==> src/rtl/audio_sample_buffer.sv <==
// -----------------------------------------------------------------------------
// audio_sample_buffer
//
// Decimates the continuously updated 16-bit stereo core audio words to a fixed
// sample rate and queues each stereo pair in a small FWFT FIFO. The I2S
// serializer pulls frames with a valid/ready handshake, so left/right words
// always leave together.
//
// Configuration macro: AUDIO_BUF_AVG_EN
//   defined   -> boxcar average of 2^AVG_LOG2 subsamples per frame (floor)
//   undefined -> pure decimation: the sample from the last tick of each group
//
// Parameters:
//   DIV        clocks per subsample tick (>= 2)
//   AVG_LOG2   log2 of subsamples per output frame (0..4)
//   DEPTH_LOG2 log2 of FIFO depth in stereo frames (>= 1)
//
// Ports:
//   clk         system clock, the only clock
//   reset_n     asynchronous active-low reset
//   audio_l_in  signed left sample from the core
//   audio_r_in  signed right sample from the core
//   mute        forces pushed frames to zero
//   clr_flags   synchronous clear of the sticky flags (a set wins)
//   o_valid     head frame available
//   o_ready     consumer accepts the head frame this cycle
//   o_left      head frame, left word
//   o_right     head frame, right word
//   level       FIFO occupancy in frames
//   overflow    sticky: a frame was dropped on a full FIFO
//   underflow   sticky: o_ready seen while o_valid was low
// -----------------------------------------------------------------------------
module audio_sample_buffer #(
  parameter int DIV        = 16,
  parameter int AVG_LOG2   = 2,
  parameter int DEPTH_LOG2 = 3
) (
  input  logic                  clk,
  input  logic                  reset_n,
  input  logic [15:0]           audio_l_in,
  input  logic [15:0]           audio_r_in,
  input  logic                  mute,
  input  logic                  clr_flags,
  output logic                  o_valid,
  input  logic                  o_ready,
  output logic [15:0]           o_left,
  output logic [15:0]           o_right,
  output logic [DEPTH_LOG2:0]   level,
  output logic                  overflow,
  output logic                  underflow
);

  localparam int DIV_W = $clog2(DIV);
  localparam int SUB_W = (AVG_LOG2 > 0) ? AVG_LOG2 : 1;
  localparam int DEPTH = 1 << DEPTH_LOG2;

  localparam logic [DIV_W-1:0]    DIV_LAST = DIV_W'(DIV - 1);
  localparam logic [SUB_W-1:0]    SUB_LAST = SUB_W'((1 << AVG_LOG2) - 1);
  localparam logic [DEPTH_LOG2:0] FULL_CNT = (DEPTH_LOG2 + 1)'(DEPTH);

  // ---------------------------------------------------------------------------
  // Subsample timing: a tick every DIV clocks, a push on the last tick of each
  // group of 2^AVG_LOG2 ticks.
  // ---------------------------------------------------------------------------
  logic [DIV_W-1:0] div_cnt_q;
  logic [SUB_W-1:0] sub_cnt_q;
  logic             tick;
  logic             sub_last;
  logic             push;

  assign tick     = (div_cnt_q == DIV_LAST);
  assign sub_last = (sub_cnt_q == SUB_LAST);
  assign push     = tick & sub_last;

  // NOTE: sequential state is updated with non-blocking assignments only, so
  // every always_ff reads the pre-edge value of every register.
  always_ff @(posedge clk or negedge reset_n) begin
    if (!reset_n) begin
      div_cnt_q <= '0;
      sub_cnt_q <= '0;
    end else begin
      div_cnt_q <= tick ? '0 : div_cnt_q + DIV_W'(1);
      if (tick) begin
        sub_cnt_q <= sub_last ? '0 : sub_cnt_q + SUB_W'(1);
      end
    end
  end

  // ---------------------------------------------------------------------------
  // Frame value
  // ---------------------------------------------------------------------------
  logic [15:0] frame_l;
  logic [15:0] frame_r;

`ifdef AUDIO_BUF_AVG_EN
  // 16+AVG_LOG2 bits hold the sum of 2^AVG_LOG2 signed 16-bit samples exactly.
  localparam int ACC_W = 16 + AVG_LOG2;

  logic signed [ACC_W-1:0] acc_l_q;
  logic signed [ACC_W-1:0] acc_r_q;
  logic signed [ACC_W-1:0] ext_l;
  logic signed [ACC_W-1:0] ext_r;
  logic signed [ACC_W-1:0] sum_l;
  logic signed [ACC_W-1:0] sum_r;

  assign ext_l = ACC_W'($signed(audio_l_in));
  assign ext_r = ACC_W'($signed(audio_r_in));
  assign sum_l = acc_l_q + ext_l;
  assign sum_r = acc_r_q + ext_r;

  // Arithmetic shift floors toward minus infinity (-1.25 -> -2).
  assign frame_l = 16'(sum_l >>> AVG_LOG2);
  assign frame_r = 16'(sum_r >>> AVG_LOG2);

  // The accumulators keep running while muted so unmuting mid-group still
  // yields the true average of the whole group.
  always_ff @(posedge clk or negedge reset_n) begin
    if (!reset_n) begin
      acc_l_q <= '0;
      acc_r_q <= '0;
    end else if (tick) begin
      acc_l_q <= sub_last ? '0 : sum_l;
      acc_r_q <= sub_last ? '0 : sum_r;
    end
  end
`else
  assign frame_l = audio_l_in;
  assign frame_r = audio_r_in;
`endif

  // ---------------------------------------------------------------------------
  // FIFO: circular buffer, first-word-fall-through head at rd_ptr_q
  // ---------------------------------------------------------------------------
  logic [31:0]           mem_q [DEPTH];
  logic [DEPTH_LOG2-1:0] wr_ptr_q;
  logic [DEPTH_LOG2-1:0] rd_ptr_q;
  logic [DEPTH_LOG2:0]   count_q;
  logic [DEPTH_LOG2:0]   count_d;
  logic [31:0]           wr_data;
  logic                  full;
  logic                  pop;
  logic                  wr_en;
  logic                  ovf_set;
  logic                  unf_set;

  assign full    = (count_q == FULL_CNT);
  assign o_valid = (count_q != '0);
  assign pop     = o_valid & o_ready;
  // A full FIFO still accepts the frame when the head leaves in the same cycle.
  assign wr_en   = push & (~full | pop);
  assign ovf_set = push & full & ~pop;
  assign unf_set = o_ready & ~o_valid;
  assign wr_data = mute ? 32'h0000_0000 : {frame_l, frame_r};

  // NOTE: count_d gets a default before the case so no path leaves it
  // unassigned, which would otherwise infer a latch.
  always_comb begin
    count_d = count_q;
    unique case ({wr_en, pop})
      2'b10:   count_d = count_q + (DEPTH_LOG2 + 1)'(1);
      2'b01:   count_d = count_q - (DEPTH_LOG2 + 1)'(1);
      default: count_d = count_q;
    endcase
  end

  // NOTE: the storage is reset as well; it is only a few frames deep, and it
  // guarantees the head words read zero out of reset and after a mid-stream
  // reset rather than showing stale audio.
  always_ff @(posedge clk or negedge reset_n) begin
    if (!reset_n) begin
      for (int i = 0; i < DEPTH; i++) begin
        mem_q[i] <= '0;
      end
      wr_ptr_q <= '0;
      rd_ptr_q <= '0;
      count_q  <= '0;
    end else begin
      if (wr_en) begin
        mem_q[wr_ptr_q] <= wr_data;
        wr_ptr_q        <= wr_ptr_q + DEPTH_LOG2'(1);
      end
      if (pop) begin
        rd_ptr_q <= rd_ptr_q + DEPTH_LOG2'(1);
      end
      count_q <= count_d;
    end
  end

  assign o_left  = mem_q[rd_ptr_q][31:16];
  assign o_right = mem_q[rd_ptr_q][15:0];
  assign level   = count_q;

  // ---------------------------------------------------------------------------
  // Sticky flags: a set condition overrides a simultaneous clear.
  // ---------------------------------------------------------------------------
  logic overflow_q;
  logic underflow_q;

  always_ff @(posedge clk or negedge reset_n) begin
    if (!reset_n) begin
      overflow_q  <= 1'b0;
      underflow_q <= 1'b0;
    end else begin
      if (ovf_set)        overflow_q <= 1'b1;
      else if (clr_flags) overflow_q <= 1'b0;
      if (unf_set)        underflow_q <= 1'b1;
      else if (clr_flags) underflow_q <= 1'b0;
    end
  end

  assign overflow  = overflow_q;
  assign underflow = underflow_q;

endmodule

==> config.mk <==
export PLATFORM = sky130hd
export DESIGN_NAME = audio_sample_buffer
export DESIGN_NICKNAME = d
export VERILOG_FILES = /design/src/rtl/audio_sample_buffer.sv
export SDC_FILE = /design/constraint.sdc
export NUM_CORES = 1
export LEC_CHECK = 0
export ABC_AREA = 1
export CAP_MARGIN = 20
export CORE_UTILIZATION = 45
export CTS_CLUSTER_SIZE = 28
export DETAILED_ROUTE_END_ITERATION = 10
export GPL_ROUTABILITY_DRIVEN = 0
export PLACE_DENSITY = 0.7
export SLEW_MARGIN = 20
export SYNTH_ARGS = -nofsm -noshare
export SYNTH_HDL_FRONTEND = slang
export SYNTH_SLANG_ARGS = --single-unit
==> constraint.sdc <==
create_clock -name clk -period 2.5 [get_ports clk]
set_input_delay 0.75 -clock clk [delete_from_list [all_inputs] [get_ports clk]]
set_output_delay 0.75 -clock clk [all_outputs]
set_load 0.02 [all_outputs]
== Word-level counts from Yosys, hierarchy flattened ==
Cells that the tools add are included.

* $add $sub $neg: 6
* $lt $le $gt $ge: 3
* Equality and inequality tests: 5
* Muxes and demuxes: 13
* Bitwise logic cells: 12
* Reductions and logical operators: 5

{| class="wikitable"
|+ Operator list
! cell !! number
|-
| 256-bit bitwise mux || 1
|-
| 32-bit 2-to-1 mux || 4
|-
| 32-bit binary-select mux with 3-bit select || 1
|-
| 32-bit demux with 3-bit select || 1
|-
| 4-bit by 1-bit adder with 4-bit output, second input constant || 2
|-
| 4-bit == test, second input constant || 2
|-
| 4-bit greater-or-equal comparator, second input constant || 2
|-
| 3-bit NOT with 4-bit output || 2
|-
| 4-bit one-hot mux with 2 select lines || 1
|-
| 3-bit by 1-bit adder with 3-bit output, second input constant || 2
|-
| 1-bit bitwise AND || 6
|-
| 2-bit nonzero test || 3
|-
| 2-bit == test, second input constant || 2
|-
| 4-bit by 1-bit < comparator with 1-bit output, second input constant || 1
|-
| 4-bit 2-to-1 mux || 1
|-
| 4-bit nonzero test || 1
|-
| 4-bit by 1-bit subtractor with 4-bit output, second input constant || 1
|-
| 1-bit 2-to-1 mux || 3
|-
| 1-bit NOT || 3
|-
| 2-bit by 1-bit adder with 2-bit output, second input constant || 1
|-
| 2-bit by 1-bit == test with 1-bit output, second input constant || 1
|-
| 2-bit 2-to-1 mux || 1
|-
| 1-bit logical AND || 1
|-
| 1-bit OR || 1
|}

* Register bits after elaboration: 274
* Input port bits: 37
* Output and inout port bits: 39

== Depth between registers and ports, before layout ==
* Depth after elaboration: 6
* Mapped depth: 13
* Gate-level depth less buffers: 13

== Worst setup path before layout ==
Ideal clock, no wire load.

* Path kind: register -> register
* Start point: register count_q[1] (netlist: level[1])
* End point: register count_q[2] (netlist: level[2])
* Library setup time: 82 ps
* Arrival time: 2113 ps
* Required time: 2418 ps
* Slack: 305 ps
* Cell stages (with the launch flop): 13
* Buffers on the path: 0
* Period minus slack after synthesis: 2195 ps
* Path through: dfrtp_1 -> nor2_2 -> nand2_1 -> nand2_1 -> inv_1 -> ha_1 -> nand2_1 -> inv_1 -> nor2_1 -> ha_1 -> a21oi_1 -> or2_2 -> a31oi_1

* Longest elaborated chain between the ends: 6
* Elaborated cells between the ends (all ways): 12

{| class="wikitable"
|+ Ends and longest elaborated chain
! what !! RTL line !! source
|-
| start, declared || 137 || <nowiki>logic [DEPTH_LOG2:0] count_q;</nowiki>
|-
| start signal, assigned || 185 || <nowiki>count_q <= count_d;</nowiki>
|-
| 4-bit nonzero test (*) || 147 || <nowiki>assign o_valid = (count_q != '0);</nowiki>
|-
| via o_valid || 44 || <nowiki>output logic o_valid,</nowiki>
|-
| 1-bit bitwise AND (*) || 148 || <nowiki>assign pop = o_valid & o_ready;</nowiki>
|-
| via pop || 141 || <nowiki>logic pop;</nowiki>
|-
| 1-bit OR || 150 || <nowiki>assign wr_en = push & (~full | pop);</nowiki>
|-
| 1-bit bitwise AND || 150 ||
|-
| 2-bit by 1-bit == test with 1-bit output / 2-bit == test (equally long branches) || 159 || <nowiki>unique case ({wr_en, pop})</nowiki>
|-
| 4-bit one-hot mux with 2 select lines / 2-bit nonzero test (equally long branches) || - ||
|}

The timed path passes the listed nets; every way through them passes the cells marked *.
A chain may end at the register's enable or synchronous reset.

== Worst setup path after layout ==
* Start point: register rd_ptr_q[0]
* End point: output port o_right[10]

* Longest elaborated chain between the ends: 4

{| class="wikitable"
|+ Ends and longest elaborated chain
! what !! RTL line !! source
|-
| start, declared || 136 || <nowiki>logic [DEPTH_LOG2-1:0] rd_ptr_q;</nowiki>
|-
| start signal, assigned || 183 || <nowiki>rd_ptr_q <= rd_ptr_q + DEPTH_LOG2'(1);</nowiki>
|-
| 3-bit NOT with 4-bit output (implied by the code) || 190 || <nowiki>assign o_right = mem_q[rd_ptr_q][15:0];</nowiki>
|-
| 32-bit binary-select mux with 3-bit select || 190 ||
|-
| 32-bit 2-to-1 mux (implied by the code) (2 in a row) || 190 ||
|-
| end, declared || 47 || <nowiki>output logic [15:0] o_right,</nowiki>
|}

No other way between the ends. The select of a mux whose other input is x is not followed.

==> summary.txt <==
Run status
  – Outcome: complete, but fails checks
  – Failing checks: setup timing

Global routing
  – Vias in the first global route: 10200
  – Initial antenna violation count: 0
  – GR Overflow Total: 0
  – GRT Util Overall: 23.2%
  – First-pass GRT wire length: 53400 µm
  – Largest net degree at the start of global routing: 76

Finish
  – Most frequent cells in the layout: nand2_1, dfrtp_1, o21ai_1
  – Final nets: 1623
  – Layout cells sized above 1: 16.4%
  – Layout fillers: 2489
  – P&R area growth vs syn: 23.0%
  – Leading cell type in the layout, fill and taps excluded: nand2_1
  – Diodes inserted: 0

Setup path
  – Crit path from: rd_ptr_q[0]
  – Slowest CP cell: dfrtp_4
  – CP Launch Type: register
  – WP data arrival: 2010 ps
  – Crit path max fanout: 26
  – Reg2reg start: level[2]
  – Cell Chain, Critical Path: buf_6 -> buf_12 -> nor2_2 -> nor2_1 -> o21ai_1 -> o21ai_1 -> nand2_1 -> nand2_1 -> buf_4
  – Crit path kind: register to output pin
  – Buffers & Inverters on Critical Path: 3
  – Worst EP required: 1750 ps
  – Peak per-stage delay on the critical path: 530 ps
  – Crit path capture type: output pin
  – Crit path max-delay family: flip-flops

Floorplanning
  – Die width: 170 µm
  – Starting Density: 45.7%
  – # rows: 61
  – Die ar.: 28900 µm²
  – Core area: 27800 µm²
  – Ports: 76
  – Die H: 170 µm

Power and ir drop
  – Design Power: 9.36 mW
  – Sw Share: 21.0%
  – Leakage: 6.82 nW
  – Reg power frac: 47.4%
  – Cell Pwr Density: 599 nW/µm²
  – Sw Pwr: 1.97 mW
  – Peak VDD IR: 0.543 mV
  – Combinational Power Share: 2.7%
  – Pint: 7.39 mW
  – Clock Power Share: 49.9%

Run
  – Max cap viols: 0

Logic synthesis
  – Top FF cell, synth: dfrtp_1
  – Post-synth EDFFs: 0
  – Avg Cell Area, Syn: 8.46 µm²
  – Post-Synthesis Net Count: 1546
  – Synth cell types: 30
  – Ys async rst share: 100%
  – #FFs+latches synth: 274
  – Synth warnings: 0
  – Mapped cell area: 12700 µm²
  – Syn Inst Count: 1502
  – Seq/Total Area, Yosys: 54.0%

Clock network
  – CTS Buf Count: 30
  – Clk slew on worst S/H paths: 60 ps
  – Skew-Pair Late Insertion Delay: 550 ps
  – Max Root-Sink Buffers: 3
  – TritonCTS clock tree: built
  – Clock sink count: 274
  – Root buffer cell: clkbuf_16
  – # H-tree levels: 1

Timing
  – Slew HR: 71.9%
  – RSZ-0062 raised after global routing: yes
  – Setup TNS Final: -6470 ps
  – Max Slew Vio Count: 0
  – Final WS setup: -260 ps
  – Fin. Hold Viols: 0
  – Fin crit share: 110%
  – Tightest Pin Transition: 421 ps
  – Setup Skew: 8.00 ps
  – Final critical-path required period: 2760 ps
  – Setup violations, final: 32
  – Fmax: 0.362 GHz

Route
  – Routed Wire Length: 31900 µm
  – 1st-pass router iterations: 5
  – Drt drc: 0
  – Final antenna-violating net count: 0
  – Iter 0 DRT Violations: 1067
  – Vias/cell: 5.28
  – Vias: 10500
  – WL per Instance: 16.1 µm

Hold path
  – HP Class: primary input to async pin

Placement
  – Port-buffer cells: 75
  – HPWL after DPL: 19000 µm
[power groups by stage]
stage | Clock (mW) | Combinational, mW | Sequential [mW]
2_1_floorplan | 0 | 0.0566 | 4.52
3_3_place_gp | 0 | 0.260 | 4.52
3_5_place_dp | 0 | 0.260 | 4.52
4_1_cts | 4.74 | 0.262 | 4.44
5_1_grt | 4.94 | 0.286 | 4.43
6_report | 4.67 | 0.255 | 4.44
[final cells by class]
type	instances	area, µm²	area share, %
repair buffers	146	1850	11.9
clock inverters	10	131	0.841
inverters	19	86.3	0.552
well taps	378	473	3.03
clock buffers	44	935	5.98
multi-input cells	1108	5290	33.8
flip-flops and latches	274	6860	43.9
[state kept, by name (all words and copies together) (netlist names)]
name,count
rd_ptr_q,3
mem_q,256
level,4
overflow,1
sub_cnt_q,2
wr_ptr_q,3
div_cnt_q,4
underflow,1
[Yosys cell counts (all sizes together), types with 2 or more instances]
cell type / number / area [µm²]
buf: 60 / 529
o21ai: 452 / 2370
inv: 18 / 70.1
nor2: 210 / 801
xnor2: 2 / 17.5
dfrtp: 274 / 6860
nand3: 8 / 55.1
nand2: 418 / 1680
ha: 7 / 87.6
or2: 2 / 12.5
clkbuf: 41 / 154
xor2: 5 / 43.8
[worst paths after layout]
kind / to / slack, ps / cells past startpoint
worst max register to register: level[2] / 390 / 12
worst max-delay path: o_right[10] / -260 / 9
min in group clk: mem_q[35] / 480 / 2
worst min register to register: mem_q[35] / 480 / 2
worst min-delay path: mem_q[40] / 50 / 1
max in group asynchronous: mem_q[120] / 1760 / 2
[kinds of logic after synthesis]
kind of cell,synth area share [%]
AO/OA/AOI/OAI,18.9
XOR/XNOR,0.482
adder cells (fa/ha/maj),0.689
buffers and inverters,5.96
flip-flops,54.0
AND/OR/NAND/NOR,20.0
[per-layer routing]
layer	wire length (µm)	track usage, %	share of wire, %	up-vias
met5	0	0	0	-
met4	636	5.72	2.0	0
met3	1520	2.77	4.8	45
met2	15300	38.7	48	304
met1	14500	32.1	45	5008
li1	-	-	-	5101
[what timing repair did]
| item | CTS | global route |
|---|---|---|
| gates cloned | 3 | 0 |
| pin swaps | 15 | 6 |
| hold buffers | 0 | 0 |
| buffers inserted | 3 | 0 |
| resized for setup | 278 | 58 |
| setup endpoints to repair | 33 | 32 |
[through the flow]
stage / hold WS (ps) / worst slack [ps] / area (µm²) / utilization [%] / std cells
floorplan: 448 / 305 / 12700 / - / 1502
global route: 46.9 / -335 / 15600 / 56.3 / 1979
global placement: 459 / -127 / 14300 / 51.4 / 1920
finish: 53.1 / -260 / 15600 / 56.3 / 1979
CTS: 39.6 / -276 / 15500 / 55.9 / 1980
detailed placement: 464 / -165 / 14300 / 51.4 / 1920
Note: power is estimated with default switching activity, not from simulation.
